<file path="config.mk">
export PLATFORM = sky130hd
export DESIGN_NAME = seg7_scan_driver
export DESIGN_NICKNAME = d
export VERILOG_FILES = /design/src/rtl/seg7_pkg.sv /design/src/rtl/hex_to_seg7.sv /design/src/rtl/seg7_scan_driver.sv
export SDC_FILE = /design/constraint.sdc
export NUM_CORES = 1
export LEC_CHECK = 0
export CORE_UTILIZATION = 50
export DETAILED_ROUTE_END_ITERATION = 7
export PLACE_DENSITY = 0.74
export SETUP_SLACK_MARGIN = 0.15
export SYNTH_ARGS = -nofsm -noshare
export SYNTH_HDL_FRONTEND = slang
export SYNTH_HIERARCHICAL = 1
export SYNTH_SLANG_ARGS = --single-unit
</file>
<file path="constraint.sdc">
create_clock -name clk -period 4.5 [get_ports clk]
set_input_delay 0.9 -clock clk [delete_from_list [all_inputs] [get_ports clk]]
set_output_delay 0.9 -clock clk [all_outputs]
set_load 0.1 [all_outputs]
</file>
<file path="src/rtl/seg7_pkg.sv">
// Shared constants for the seven-segment scan driver: hex glyphs,
// blank pattern, dp bit position and the scan state encoding.
package seg7_pkg;

  // Segment bus bit that carries the decimal point (active low).
  localparam int SEG_DP_BIT = 0;

  // All segments and dp dark.
  localparam logic [7:0] SEG_BLANK = 8'hFF;

  // Active-low glyphs, bit7..bit1 = a..g, bit0 = dp (off).
  // Element 15 is listed first so SEG_HEX[n] is the glyph for nibble n.
  localparam logic [15:0][7:0] SEG_HEX = {
    8'h71, 8'h61, 8'h85, 8'h63,   // F E d C
    8'hC1, 8'h11, 8'h09, 8'h01,   // b A 9 8
    8'h1F, 8'h41, 8'h49, 8'h99,   // 7 6 5 4
    8'h0D, 8'h25, 8'h9F, 8'h03    // 3 2 1 0
  };

  typedef enum logic {
    ST_OFF  = 1'b0,
    ST_SCAN = 1'b1
  } scan_state_e;

  // Glyph lookup for one hex nibble, dp left off.
  function automatic logic [7:0] hex_glyph(input logic [3:0] nib);
    return SEG_HEX[nib];
  endfunction

endpackage

</file>
<file path="src/rtl/hex_to_seg7.sv">
// Combinational hex nibble to active-low seven-segment pattern with dp
// and a blank override that darkens everything including the dp.
module hex_to_seg7
  import seg7_pkg::*;
(
  input  logic [3:0] nib,
  input  logic       dp,
  input  logic       blank,
  output logic [7:0] seg
);

  logic [7:0] w_glyph;

  // Glyph lookup, dp cleared when requested, blank wins over both.
  always_comb begin
    w_glyph             = hex_glyph(nib);
    seg                 = w_glyph;
    seg[SEG_DP_BIT]     = w_glyph[SEG_DP_BIT] & ~dp;
    if (blank) seg      = SEG_BLANK;
  end

endmodule

</file>
<file path="src/rtl/seg7_scan_driver.sv">
// Multiplexed seven-segment scan driver. A one-entry pending buffer
// decouples the valid/ready input from the display register, which is
// only updated at frame boundaries so a shown word never tears.
module seg7_scan_driver
  import seg7_pkg::*;
#(
  parameter int DIGITS   = 8,
  parameter int SCAN_DIV = 50000
) (
  input  logic                  clk,
  input  logic                  rst,
  input  logic                  enable,
  input  logic                  blank_lz,
  input  logic                  in_valid,
  output logic                  in_ready,
  input  logic [4*DIGITS-1:0]   in_data,
  input  logic [DIGITS-1:0]     in_dp,
  output logic [7:0]            seg,
  output logic [DIGITS-1:0]     an
);

  localparam int DIV_W = $clog2(SCAN_DIV);
  localparam int IDX_W = $clog2(DIGITS);
  localparam logic [DIV_W-1:0] DIV_LAST = DIV_W'(SCAN_DIV - 1);
  localparam logic [IDX_W-1:0] IDX_LAST = IDX_W'(DIGITS - 1);

  // State
  scan_state_e             r_state;
  scan_state_e             w_state_nxt;
  logic [DIV_W-1:0]        r_div_cnt;
  logic [IDX_W-1:0]        r_dig_idx;

  // Display word and one-entry pending buffer
  logic [4*DIGITS-1:0]     r_disp_data;
  logic [DIGITS-1:0]       r_disp_dp;
  logic [4*DIGITS-1:0]     r_pend_data;
  logic [DIGITS-1:0]       r_pend_dp;
  logic                    r_pend_full;

  // Registered pin drivers
  logic [7:0]              r_seg;
  logic [DIGITS-1:0]       r_an;

  // Datapath wires
  logic                    w_scan_on;
  logic                    w_div_wrap;
  logic                    w_boundary;
  logic                    w_xfer;
  logic [DIGITS-1:0]       w_hi_zero;
  logic [3:0]              w_nib;
  logic                    w_dp;
  logic                    w_blank;
  logic [7:0]              w_seg_dec;
  logic [DIGITS-1:0]       w_one;

  assign w_one      = {{(DIGITS-1){1'b0}}, 1'b1};
  assign in_ready   = ~r_pend_full;
  assign w_xfer     = in_valid & ~r_pend_full;
  // Counters only advance while scanning with enable still high; the
  // first cycle with enable low already behaves as OFF.
  assign w_scan_on  = (r_state == ST_SCAN) && enable;
  assign w_div_wrap = (r_div_cnt == DIV_LAST);
  // Last cycle of the last digit, or any disabled cycle (nothing is lit,
  // so swapping the word cannot tear).
  assign w_boundary = !enable || (w_div_wrap && (r_dig_idx == IDX_LAST));

  // State register
  always_ff @(posedge clk or posedge rst) begin
    if (rst) r_state <= ST_OFF;
    else     r_state <= w_state_nxt;
  end

  // Next state: follow enable
  always_comb begin
    w_state_nxt = r_state;
    case (r_state)
      ST_OFF:  if (enable)  w_state_nxt = ST_SCAN;
      ST_SCAN: if (!enable) w_state_nxt = ST_OFF;
      default: w_state_nxt = ST_OFF;
    endcase
  end

  // Dwell counter and digit index; held at 0 whenever not scanning so a
  // restart always begins at digit 0 with a full dwell.
  always_ff @(posedge clk or posedge rst) begin
    if (rst) begin
      r_div_cnt <= '0;
      r_dig_idx <= '0;
    end else if (!w_scan_on) begin
      r_div_cnt <= '0;
      r_dig_idx <= '0;
    end else if (w_div_wrap) begin
      r_div_cnt <= '0;
      r_dig_idx <= (r_dig_idx == IDX_LAST) ? '0 : r_dig_idx + 1'b1;
    end else begin
      r_div_cnt <= r_div_cnt + 1'b1;
    end
  end

  // Input buffering: pending drains to display at a boundary; with pending
  // empty a word arriving on the boundary itself bypasses straight in.
  always_ff @(posedge clk or posedge rst) begin
    if (rst) begin
      r_disp_data <= '0;
      r_disp_dp   <= '0;
      r_pend_data <= '0;
      r_pend_dp   <= '0;
      r_pend_full <= 1'b0;
    end else if (w_boundary) begin
      if (r_pend_full) begin
        r_disp_data <= r_pend_data;
        r_disp_dp   <= r_pend_dp;
        r_pend_full <= 1'b0;
      end else if (w_xfer) begin
        r_disp_data <= in_data;
        r_disp_dp   <= in_dp;
      end
    end else if (w_xfer) begin
      r_pend_data <= in_data;
      r_pend_dp   <= in_dp;
      r_pend_full <= 1'b1;
    end
  end

  // Per-digit flag: this nibble and every more significant one are zero.
  for (genvar k = 0; k < DIGITS; k++) begin : g_hi_zero
    assign w_hi_zero[k] = (r_disp_data[4*DIGITS-1:4*k] == '0);
  end

  // Select the nibble, dp and blank for the digit being scanned.
  always_comb begin
    w_nib   = 4'h0;
    w_dp    = 1'b0;
    w_blank = 1'b0;
    for (int k = 0; k < DIGITS; k++) begin
      if (r_dig_idx == IDX_W'(k)) begin
        w_nib   = r_disp_data[4*k +: 4];
        w_dp    = r_disp_dp[k];
        w_blank = blank_lz && (k != 0) && w_hi_zero[k];
      end
    end
  end

  hex_to_seg7 u_dec (
    .nib   (w_nib),
    .dp    (w_dp),
    .blank (w_blank),
    .seg   (w_seg_dec)
  );

  // Pin registers: segment and anode change on the same edge, one cycle
  // after dig_idx, so only one anode is ever low.
  always_ff @(posedge clk or posedge rst) begin
    if (rst) begin
      r_seg <= SEG_BLANK;
      r_an  <= '1;
    end else if (w_scan_on) begin
      r_seg <= w_seg_dec;
      r_an  <= ~(w_one << r_dig_idx);
    end else begin
      r_seg <= SEG_BLANK;
      r_an  <= '1;
    end
  end

  assign seg = r_seg;
  assign an  = r_an;

endmodule

</file>
After elaboration in Yosys (flattened, before gate mapping)

Memories as Yosys holds them, arrays and structs flattened.
Cells that the tools add are included.
Widths: inputs -> output; s select.

Word-level logic and storage cells: 92
Register bits after elaboration: 117
Bits in read-only memories: 128
Memories kept: 1
Output and inout bits: 17

Order comparisons: 1
Bitwise gates (word level): 6
Shift-type cells: 1
$add $sub $neg: 2
Muxes and demuxes: 39
Eq/ne operators: 9
Reduce and logical (&&, ||, !) cells: 23

Memory list:

| memory           | depth | bits a word | rd ports | clocked after Yosys merged registers in | write ports | line           | text |
|---|---|---|---|---|---|---|---|
| (name not given) | 16    | 8           | 1        | 0                                       | 0           | seg7_pkg.sv:27 | `return SEG_HEX[nib];` |

Operators by type and width:

| operator              | number |
|---|---|
| $mux 32               | 2 |
| $mux 8                | 6 |
| $mux 16               | 2 |
| $mux 4                | 8 |
| $logic_not 28->1      | 1 |
| $logic_not 24->1      | 1 |
| $logic_not 20->1      | 1 |
| $mux 1                | 18 |
| $add 16x1->16 const B | 1 |
| $eq 16x16->1 const B  | 1 |
| $logic_not 16->1      | 1 |
| $eq 3x3->1 const B    | 4 |
| $logic_not 12->1      | 1 |
| $logic_and 1x1->1     | 9 |
| $mux 3                | 3 |
| $logic_not 8->1       | 1 |
| $not 8->8             | 1 |
| $shl 1x3->8 const A   | 1 |
| $eq 3x2->1 const B    | 2 |
| $lt 4x5->1 const B    | 1 |
| $logic_not 4->1       | 1 |
| $reduce_and 2->1      | 2 |
| $reduce_bool 2->1     | 2 |
| $add 3x1->3 const B   | 1 |
| other kinds (7)       | 10 |

Longest topological paths before layout

Word-level depth: 14
Gate-level depth with buffers: 13
Gate-level depth less buffers: 11

By module

The synthesis kept the hierarchy.

By module, submodules not included:

| module           | area each (µm²) | cells an instance | times used |
|---|---|---|---|
| seg7_scan_driver | 5677.9          | 521               | 1 |
| hex_to_seg7      | 302.8           | 36                | 1 |

Worst setup path before layout

No wires, ideal clock.

Path kind: register -> register
Start point: register r_dig_idx[2]
End point: register r_seg[6] (netlist: seg[6])
Clock period less this slack: 3.583 ns
Slack: 0.917 ns
Stages on the path, launching flop included: 14
Data arrival time: 3.496 ns
Required time: 4.413 ns
Library setup time: 0.087 ns
Cells stage by stage: dfrtp_1 -> clkbuf_1 -> clkinv_1 -> ha_1 -> clkbuf_1 -> or2_2 -> a221oi_1 -> o22ai_1 -> a2bb2oi_1 -> inv_1 -> ha_1 -> or2_2 -> a311o_1 -> nand2b_1

Cells in the longest elaborated chain, start to end: 13

RTL lines:

| what                           | line                    | text |
|---|---|---|
| start: declaration             | seg7_scan_driver.sv:31  | `logic [IDX_W-1:0] r_dig_idx;` |
| start signal: assignment       | seg7_scan_driver.sv:94  | `r_dig_idx <= (r_dig_idx == IDX_LAST) ? '0 : r_dig_idx + 1'b1;` |
| $logic_not 3->1                | seg7_scan_driver.sv:136 | `if (r_dig_idx == IDX_W'(k)) begin` |
| $mux 4 (7 in a row)            | seg7_scan_driver.sv:136 |  |
| $mux 4 *                       | seg7_scan_driver.sv:136 |  |
| via w_nib[0]                   | seg7_scan_driver.sv:50  | `logic [3:0] w_nib;` |
| $mem_v2 16x8 *                 | --                      |  |
| $mux 8 (not written as such) * | seg7_pkg.sv:27          |  |
| $mux 8 *                       | hex_to_seg7.sv:19       | `if (blank) seg = SEG_BLANK;` |
| via w_seg_dec[6]               | seg7_scan_driver.sv:53  | `logic [7:0] w_seg_dec;` |
| $mux 8 *                       | seg7_scan_driver.sv:157 | `end else if (w_scan_on) begin` |
| end signal: assignment         | seg7_scan_driver.sv:158 | `r_seg <= w_seg_dec;` |
| end: declaration               | seg7_scan_driver.sv:41  | `logic [7:0] r_seg;` |

The timed path passes the listed nets; every way through them passes the cells marked *. The select of a mux whose other input is x is not followed.
A chain may end at the register's enable or synchronous reset.

Worst setup path in the final report

Same ends and word-level chain as after synthesis.

==> results_dict.tcl <==
set metrics [dict create \
    critPathLaunchType "flip-flop" \
    cts_hold_buffers 0 \
    cap_violations 0 \
    hp-class "flip-flop to flip-flop" \
    slowest_delay_ns 0.59 \
    dr.pass1.iters 7 \
    cts_root_buf "clkbuf_16" \
    drc 6 \
    crit_path_top_delay_cell "dfrtp_1" \
    synth_area_sq_um 5980 \
    wl_microns 13500 \
    io_pins 62 \
    skew_ns 0.0108 \
    post-cts-setup-buffers 0 \
    synth_cell_types 55 \
    grt_pass1_vias 4576 \
    power_density_nw_per_um2 428 \
    max-slew-margin-rel_pct 34.8 \
    p_leak_nw 3.07 \
    grt_overflow_total 0 \
    tightest_slew_ns 0.975 \
    required_ns 4.85 \
    irDropWorstVdd_uv 243 \
    setup_viol 0 \
    synth_largest_area_cell "dfrtp_1" \
    crit_fanout 14 \
    dpl.hpwl_microns 8930 \
    dieWidth_microns 111 \
    synth_area_per_cell_sq_um 10.7 \
    path_cells "clkinv_1, ha_1, or2_2, a221oi_1, o22ai_1, a2bb2oi_1, inv_1, ha_1, or2_2, a311o_1, nand2b_1" \
    cts_sinks 117 \
    violations "DRC" \
    nFillCells 934 \
    coreArea_sq_um 11500 \
    worstReg2RegStart "r_dig_idx[2]" \
    cts_buffers 17 \
    ys_seq_elements 117 \
    via_per_inst 5.93 \
    crit_end "seg[6]" \
    outcome "finished, violations left" \
    gr-usage-all-layers_pct 23.3 \
    rsz0062_at_grt "false" \
    worstSetupPathType "flip-flop to flip-flop" \
    pre_cts_ws_ns 0.591 \
    finalHoldViolCount 0 \
    yosysSeqAreaShare_pct 49.3 \
    cts_buffer_depth 2 \
    rr_worst_depth 11 \
    antennaDiodeCount 0 \
    htreeDepth 4 \
    drt_iter0_markers 304 \
    yosys_warnings 6 \
    gp_congestion 1.00 \
    rrSetupSlack_ns 0.55 \
    initial_core_util_pct 51.9 \
    synth_common_cells "101 x dfrtp_1, 57 x nand2_1, 40 x mux2_2" \
    num_rows 39 \
    synthFlopType "dfrtp_1" \
    grt_pass1_wl_microns 22500 \
    max_clock_freq_mhz 253 \
    io_buffers 61 \
    antenna_found_initial 0 \
    grt_start_max_net_pins 75 \
    ys_top_cells_by_area "dfrtp_1 42%, mux2_2 7.5%, dfstp_2 7.0%" \
    yosys.area.top_type_share_pct 42.3 \
    async_flop_share_pct 100 \
    netlist_instances 557 \
    avgRoutedWirePerCell_microns 17.7 \
    syn_to_final_growth_pct 20.1 \
    cp.arrival_ns 4.29 \
    yosysMostFrequentCell "dfrtp_1" \
    fin_crit_sh_pct 87.7 \
    final_net_count 664 \
    cp-end-kind "flip-flop" \
    timing.hold.ws_ns 0.482 \
    dieArea_sq_um 12400 \
    synth_edf_count 0 \
    synth_fp_nets 616 \
    worstSkewPairLatency_ns 0.42 \
    period_needed_ns 3.95 \
    tns_ns 0 \
    ant_nets 0 \
    die-height_microns 111 \
    cts_resized 0 \
    cts_tree "yes" \
    drive_above_1_share_pct 17.2 \
    maxSlewViolCount 0 \
    crit_start "r_dig_idx[2]" \
    setup_slack_ns 0.552 \
    clkTransAtPathRegs_ns 0.05 \
    vias 4503 \
    r2r-end "seg[6]" \
]
## worst min-delay path by stage
stage | slack, ns | end | cells after the start | from
global placement | 0.46 | r_div_cnt[0] | 1 | r_div_cnt[0]
CTS | 0.49 | r_div_cnt[0] | 1 | r_div_cnt[0]
global route | 0.50 | r_pend_data[24] | 1 | r_pend_data[24]
detailed placement | 0.48 | r_disp_dp[2] | 1 | r_disp_dp[2]
floorplan | 0.45 | r_div_cnt[0] | 1 | r_div_cnt[0]
finish | 0.48 | r_div_cnt[0] | 1 | r_div_cnt[0]
## flip-flops by register name (all words and copies together), names as in the netlist
| name | flops |
|---|---|
| r_disp_dp | 8 |
| r_pend_data | 32 |
| seg | 8 |
| r_pend_full | 1 |
| r_pend_dp | 8 |
| r_div_cnt | 16 |
| r_dig_idx | 3 |
| an | 8 |
| r_disp_data | 32 |
| r_state | 1 |
## placed cells by master, fill, tap and decap left out, types with 7 or more instances in the layout
master and count:
dfrtp_1 101, clkdlybuf4s50_1 60, nand2_1 57, mux2_2 40, a22oi_1 31, and2_1 25, nor2_1 24, o2bb2ai_1 24
a21oi_1 19, a211o_1 17, clkbuf_16 17, dfstp_2 16, inv_1 14, ha_1 14, a31oi_1 10, xor2_1 10
nand2b_1 10, nor3_1 8, nand3_1 8, nor2b_1 7, buf_4 7
## critical path: cells and delay by family (launching register included)
| family | cells | cell delay, ns |
|---|---|---|
| flops | 1 | 0.59 |
| buf+inv | 2 | 0.52 |
| fa+ha+maj | 2 | 0.70 |
| compound gates | 4 | 1.27 |
| simple gates | 3 | 0.80 |
## report_power, final
part	leakage (nW)	internal [W]	switching [W]
clock	0.264	0.000776	0.000457
sequential	1.42	0.00121	0.000105
combinational	1.38	0.000252	0.000278
## through the flow
| stage | instances | cell area, sq um | power, W | utilization (%) |
|---|---|---|---|---|
| 2_1_floorplan | 557 | 5980 | 0.00169 | - |
| 3_3_place_gp | 729 | 6640 | 0.00183 | 57.7 |
| 3_5_place_dp | 729 | 6640 | 0.00185 | 57.7 |
| 4_1_cts | 760 | 7180 | 0.00309 | 62.4 |
| 5_1_grt | 760 | 7180 | 0.00321 | 62.4 |
| 6_report | 760 | 7180 | 0.00307 | 62.4 |
## kinds of logic after synthesis
kind of cell	Yosys count	share of synthesized area, %
flops	117	49.3
simple gates	182	16.7
xor+xnor	13	1.90
compound gates	130	16.3
buf+inv	56	4.44
mux	45	8.41
fa+ha+maj	14	2.93
## cell type report
cell class                      count  area [sq um]  share of cell area [%]
Sequential cell                   117          2950                    41.0
Multi-Input combinational cell    384          2780                    38.6
Clock buffer                       21           460                    6.41
Inverter                           17          66.3                   0.923
Tap cell                          143           179                    2.49
Clock inverter                     10          82.6                    1.15
Timing Repair Buffer               68           673                    9.37
## metal layers
metal  global-route usage [%]  routed length (microns)  up-vias
met1                     29.4                     5960     2240
met4                     7.57                      156        0
li1                         -                        -     2125
met5                        0                        0        -
met3                     6.21                      534       19
met2                     39.0                     6830      119
Note: power is estimated with default switching activity, not from simulation.
